`src/rtl/clint_rtc_gen_if.sv`:
```
// Config port of the rtc generator: one valid/ready handshake carrying a new
// accumulator increment.
interface clint_rtc_gen_if #(
    parameter int unsigned W = 32
);
    logic         cfg_valid_i;
    logic [W-1:0] cfg_inc_i;
    logic         cfg_ready_o;

    modport master (
        output cfg_valid_i,
        output cfg_inc_i,
        input  cfg_ready_o
    );

    modport slave (
        input  cfg_valid_i,
        input  cfg_inc_i,
        output cfg_ready_o
    );
endinterface

```
`src/rtl/clint_rtc_gen.sv`:
```
// Phase-accumulator rtc generator for the CLINT rtc_i input. New increments
// are held in a shadow register and switched in only on an rtc rising edge.
module clint_rtc_gen #(
    parameter int unsigned          ACC_WIDTH   = 32,
    parameter logic [ACC_WIDTH-1:0] DEFAULT_INC = {1'b1, {(ACC_WIDTH-1){1'b0}}}
) (
    input  logic                 aclk,
    input  logic                 areset,
    input  logic                 en_i,
    input  logic                 halt_i,
    clint_rtc_gen_if.slave       cfg,
    output logic                 rtc_o,
    output logic                 tick_o,
    output logic [ACC_WIDTH-1:0] inc_o
);

    localparam logic [ACC_WIDTH-1:0] HALF_INC = {1'b1, {(ACC_WIDTH-1){1'b0}}};
    localparam logic [ACC_WIDTH-1:0] ZERO_INC = {ACC_WIDTH{1'b0}};

    typedef enum logic [0:0] {
        ST_IDLE    = 1'b0,
        ST_PENDING = 1'b1
    } state_t;

    // Increments above half scale would let an rtc level vanish between samples.
    function automatic logic [ACC_WIDTH-1:0] clamp_inc(input logic [ACC_WIDTH-1:0] req);
        logic [ACC_WIDTH-1:0] res;
        if (req > HALF_INC) begin
            res = HALF_INC;
        end else begin
            res = req;
        end
        return res;
    endfunction

    logic [ACC_WIDTH-1:0] acc_r;
    logic [ACC_WIDTH-1:0] inc_act_r;
    logic [ACC_WIDTH-1:0] shadow_r;
    state_t               state_r;
    logic                 tick_r;
    logic                 ready_r;

    logic [ACC_WIDTH-1:0] acc_nx_s;
    logic                 adv_s;
    logic                 rise_s;
    logic [ACC_WIDTH-1:0] inc_act_nx_s;
    logic [ACC_WIDTH-1:0] shadow_nx_s;
    state_t               state_nx_s;

    assign adv_s    = en_i & ~halt_i;
    assign acc_nx_s = acc_r + inc_act_r;
    assign rise_s   = adv_s & ~acc_r[ACC_WIDTH-1] & acc_nx_s[ACC_WIDTH-1];

    // Config FSM: accept into the shadow, then apply at a safe point.
    always_comb begin
        state_nx_s   = state_r;
        shadow_nx_s  = shadow_r;
        inc_act_nx_s = inc_act_r;
        case (state_r)
            ST_IDLE: begin
                if (cfg.cfg_valid_i) begin
                    shadow_nx_s = clamp_inc(cfg.cfg_inc_i);
                    state_nx_s  = ST_PENDING;
                end else begin
                    state_nx_s  = ST_IDLE;
                end
            end
            ST_PENDING: begin
                // With no edge possible (disabled or frozen rtc) waiting would deadlock.
                if (halt_i) begin
                    state_nx_s = ST_PENDING;
                end else if (rise_s || !en_i || (inc_act_r == ZERO_INC)) begin
                    inc_act_nx_s = shadow_r;
                    state_nx_s   = ST_IDLE;
                end else begin
                    state_nx_s = ST_PENDING;
                end
            end
            default: begin
                state_nx_s = ST_IDLE;
            end
        endcase
    end

    // State, accumulator and registered outputs.
    always_ff @(posedge aclk) begin
        if (areset) begin
            acc_r     <= ZERO_INC;
            inc_act_r <= DEFAULT_INC;
            shadow_r  <= ZERO_INC;
            state_r   <= ST_IDLE;
            tick_r    <= 1'b0;
            ready_r   <= 1'b1;
        end else begin
            if (adv_s) begin
                acc_r <= acc_nx_s;
            end else begin
                acc_r <= acc_r;
            end
            inc_act_r <= inc_act_nx_s;
            shadow_r  <= shadow_nx_s;
            state_r   <= state_nx_s;
            tick_r    <= rise_s;
            ready_r   <= (state_nx_s == ST_IDLE);
        end
    end

    assign rtc_o           = acc_r[ACC_WIDTH-1];
    assign tick_o          = tick_r;
    assign inc_o           = inc_act_r;
    assign cfg.cfg_ready_o = ready_r;

endmodule

```
`src/flat_wrapper.sv`:
```
// flat-port wrapper written by rule: the top's interface ports become plain ports
module clint_rtc_gen_flat 
#(
    parameter int unsigned          ACC_WIDTH   = 32,
    parameter logic [ACC_WIDTH-1:0] DEFAULT_INC = {1'b1, {(ACC_WIDTH-1){1'b0}}}
)
  (aclk, areset, en_i, halt_i, rtc_o, tick_o, inc_o, cfg_cfg_valid_i, cfg_cfg_inc_i, cfg_cfg_ready_o);
  clint_rtc_gen_if #(.W(32)) cfg_i ();
  input  logic aclk;
  input  logic areset;
  input  logic en_i;
  input  logic halt_i;
  output logic rtc_o;
  output logic tick_o;
  output logic [ACC_WIDTH-1:0] inc_o;
  input wire logic [$bits(cfg_i.cfg_valid_i)-1:0] cfg_cfg_valid_i;
  input wire logic [$bits(cfg_i.cfg_inc_i)-1:0] cfg_cfg_inc_i;
  output wire logic [$bits(cfg_i.cfg_ready_o)-1:0] cfg_cfg_ready_o;
  assign cfg_i.cfg_valid_i = cfg_cfg_valid_i;
  assign cfg_i.cfg_inc_i = cfg_cfg_inc_i;
  assign cfg_cfg_ready_o = cfg_i.cfg_ready_o;
  clint_rtc_gen #(.ACC_WIDTH(ACC_WIDTH), .DEFAULT_INC(DEFAULT_INC)) u_core (.aclk(aclk), .areset(areset), .en_i(en_i), .halt_i(halt_i), .cfg(cfg_i), .rtc_o(rtc_o), .tick_o(tick_o), .inc_o(inc_o));
endmodule
```
`config.mk`:
```
export PLATFORM = sky130hd
export DESIGN_NAME = clint_rtc_gen_flat
export DESIGN_NICKNAME = d
export VERILOG_FILES = /design/src/rtl/clint_rtc_gen_if.sv /design/src/rtl/clint_rtc_gen.sv /design/src/flat_wrapper.sv
export SDC_FILE = /design/constraint.sdc
export NUM_CORES = 1
export LEC_CHECK = 0
export ABC_AREA = 1
export ABC_CLOCK_PERIOD_IN_PS = 1900
export CORE_MARGIN = 5
export CORE_UTILIZATION = 42
export DETAILED_ROUTE_END_ITERATION = 6
export DONT_BUFFER_PORTS = 1
export MAX_ROUTING_LAYER = met4
export SYNTH_ARGS = -nofsm -noshare
export SYNTH_HDL_FRONTEND = slang
export SYNTH_SLANG_ARGS = --single-unit
```
`constraint.sdc`:
```
create_clock -name aclk -period 1.9 [get_ports aclk]
set_input_delay 0.475 -clock aclk [delete_from_list [all_inputs] [get_ports aclk]]
set_output_delay 0.475 -clock aclk [all_outputs]
set_load 0.05 [all_outputs]
```
==> summary.txt <==
RSZ-0062 raised after global routing: yes
violated checks: negative setup slack
Metal-1 WL: 9170 um
first-pass GRT wire length: 30,900 um
core area: 0.0150 mm^2
grt ovf: 0
die width: 133 um
CTS buffer count: 9
status: finished with violations
commonest cells after routing, fill and taps aside: buf_4, inv_1, nand2_1
Post-synth ARST share: 0%
Power Dens Cells: 620 mW/mm^2
simple-gate portion of the synthesized area: 31.0%
Crit. End Element: flop
filler instances: 1,240
final worst slack: -0.221 ns
initial DRC count: 381
routed length on met3: 817 um
Pins Over Slew Limit: 0
Slew @ Worst Pin: 0.587 ns
Pwr Total: 0.00601 W
Final period util: 112%
post-route ant nets: 0
FF+latch count, synth: 99
Post-Syn Nets: 970
top-area cell type share of the netlist area: 31.1%
CTS max path bufs: 2
leakage: 4.36 nW
Via density: 5.08
Crit Path Category: reg2reg
cell taking the most area after synthesis: dfxtp_1
Max-Cap Viols: 0
Post-Synth Adder-Cell Area: 6.41%
CP required: 2.15 ns
Worst Hold Class: in2reg
metal2 WL: 9220 um
RR Endpoint: u_core.inc_o[9]
proportion of synthesized area in mux cells: 0%
synthesized area per cell: 7.06 um^2
worst setup path endpoint: u_core.inc_o[9]
routed len/inst: 15.5 um
Mapped Cells: 901
commonest non-fill, non-tap cell in the layout: buf_4
CTS Sinks: 99
Post-synth EDFFs: 0
CTS tree: built
initial antenna violation count: 0
initial core utilization: 42.3%
VDD IR-drop max: 399 uV
CP Launch Point: u_core.inc_o[14]
worst-skew pair later-pin latency: 0.36 ns
RR Startpoint: u_core.inc_o[14]
IO Port Bufs: 0
IO Pins: 72
XOR/XNOR Fraction of Synth Area: 2.20%
vias in the first global route: 6,159
largest family of logic cells by synthesized area: simple AND/OR/NAND/NOR gates
Total GRT Usage: 22.0%
Hold Slack: 0.193 ns
CP Launch Type: flop
detailed-route DRC error count: 0
minimum clock period: 2.12 ns
prevailing post-synth register cell: dfxtp_1
top layer reached by signal wires: met4
R2R depth: 16
largest net degree at the start of global routing: 65
Setup WS pre-CTS: -0.449 ns
routability cong.: 0.932
Area growth syn-to-layout: 52.3%
Die Ht: 133 um
crit-path max FO: 8
Synth Warn #: 0
Worst EP arrival: 2.37 ns
Clock transition at path regs: 0.07 ns
die area: 0.0177 mm^2
CTS Hold Bufs: 0
Vias: 6,379
layout cells sized above 1: 51.9%
HPWL Detailed: 13,800 um
area of the mapped netlist: 0.00636 mm^2
Hold Path Stages: 1
share of the yosys chip area belonging to registers: 31.1%
Final nets: 1,132
Routed WL: 19,500 um
Synth cell types: 43
final hold violation count: 0
r2r setup slk: -0.22 ns
post-synthesis compound-gate area fraction: 18.0%
antenna fix cells: 0
FMAX: 472 MHz
first-pass iteration count of the detailed router: 5
Clock Tree Root: clkbuf_16
H-tree depth: 3
Area contributors post-synth: dfxtp_1, nand2_1, inv_1
# rows: 45
Final setup viols: 51
worst clock skew: 0.00792 ns
Slew HR: 60.9%
Fin Setup TNS: -7.30 ns
[metal layers]
metal / GRT usage, % / up-vias
met2: 34.0 / 115
met4: 6.74 / 0
met3: 3.29 / 18
met5: - / -
met1: 29.8 / 2970
li1: - / 3276
[where the power goes]
group          leakage [nW]  internal [W]  switching, W
combinational          3.36      0.000728      0.000929
clock                 0.155       0.00117      0.000849
sequential            0.843       0.00221      0.000132
total                  4.36       0.00410       0.00191
[cells in the mapped netlist (17+ instances only)]
cell type  number
nand3_2        28
nand3_1        36
nor2_1         94
inv_1         115
a21oi_2        26
ha_1           31
clkbuf_1       22
nor4_1         17
nand2_1       170
a21oi_1        75
dfxtp_1        99
o21ai_0        62
nor2_2         19
[how the worst min path moves through the flow]
| stage | startpoint | to |
|---|---|---|
| global placement | u_core.acc_r[29] | u_core.acc_r[29] |
| detailed placement | u_core.shadow_r[31] | u_core.inc_o[31] |
| floorplan | u_core.shadow_r[31] | u_core.inc_o[31] |
| finish | areset | u_core.tick_o |
| CTS | areset | u_core.tick_o |
| global route | areset | u_core.tick_o |
[worst max-delay path: stages, from the launching register on]
cell,delay [ns]
dfxtp_4,0.37
ha_4,0.26
nand2_4,0.09
inv_2,0.04
nand2_2,0.08
nand2_4,0.07
a21oi_4,0.14
nand2_4,0.08
nand2_4,0.06
nand2_2,0.05
nand2_2,0.09
nand3_4,0.14
nand2_8,0.18
clkbuf_16,0.18
nand3_2,0.07
nand2_2,0.07
nor2_2,0.03
[logic make-up after synthesis]
kind of cell	Yosys count
fa+ha+maj	32
flops	99
xor+xnor	16
simple gates	404
compound gates	194
buf+inv	156
[what timing repair did]
action,4_1_cts,5_1_grt
gates resized for setup,133,135
endpoints found under the hold margin,0,0
cloned,1,2
setup endpoints to repair,53,56
pin swaps,48,62
buffers inserted,12,12
[cell type report]
type / instances / area (um^2) / area share (%)
repair buffers: 187 / 1610 / 16.6
well taps: 188 / 235 / 2.43
clock buffers: 11 / 233 / 2.40
inverters: 119 / 447 / 4.61
flip-flops and latches: 99 / 2120 / 21.8
clock inverters: 5 / 83.8 / 0.865
multi-input cells: 647 / 4970 / 51.3
[through the flow]
stage	cells	instance area, um^2	util, %
2_1_floorplan	901	6870	-
3_3_place_gp	1213	8150	54.2
3_5_place_dp	1213	8150	54.2
4_1_cts	1242	9050	60.2
5_1_grt	1256	9690	64.5
6_report	1256	9690	64.5
[flip-flops by register name (all words and copies together) (netlist names)]
name,flops
u_core.acc_r,32
u_core.inc_o,32
u_core.shadow_r,32
u_core.cfg.cfg_ready_o,1
u_core.state_r,1
u_core.tick_o,1
No activity file was read; power rests on OpenSTA's default activity.
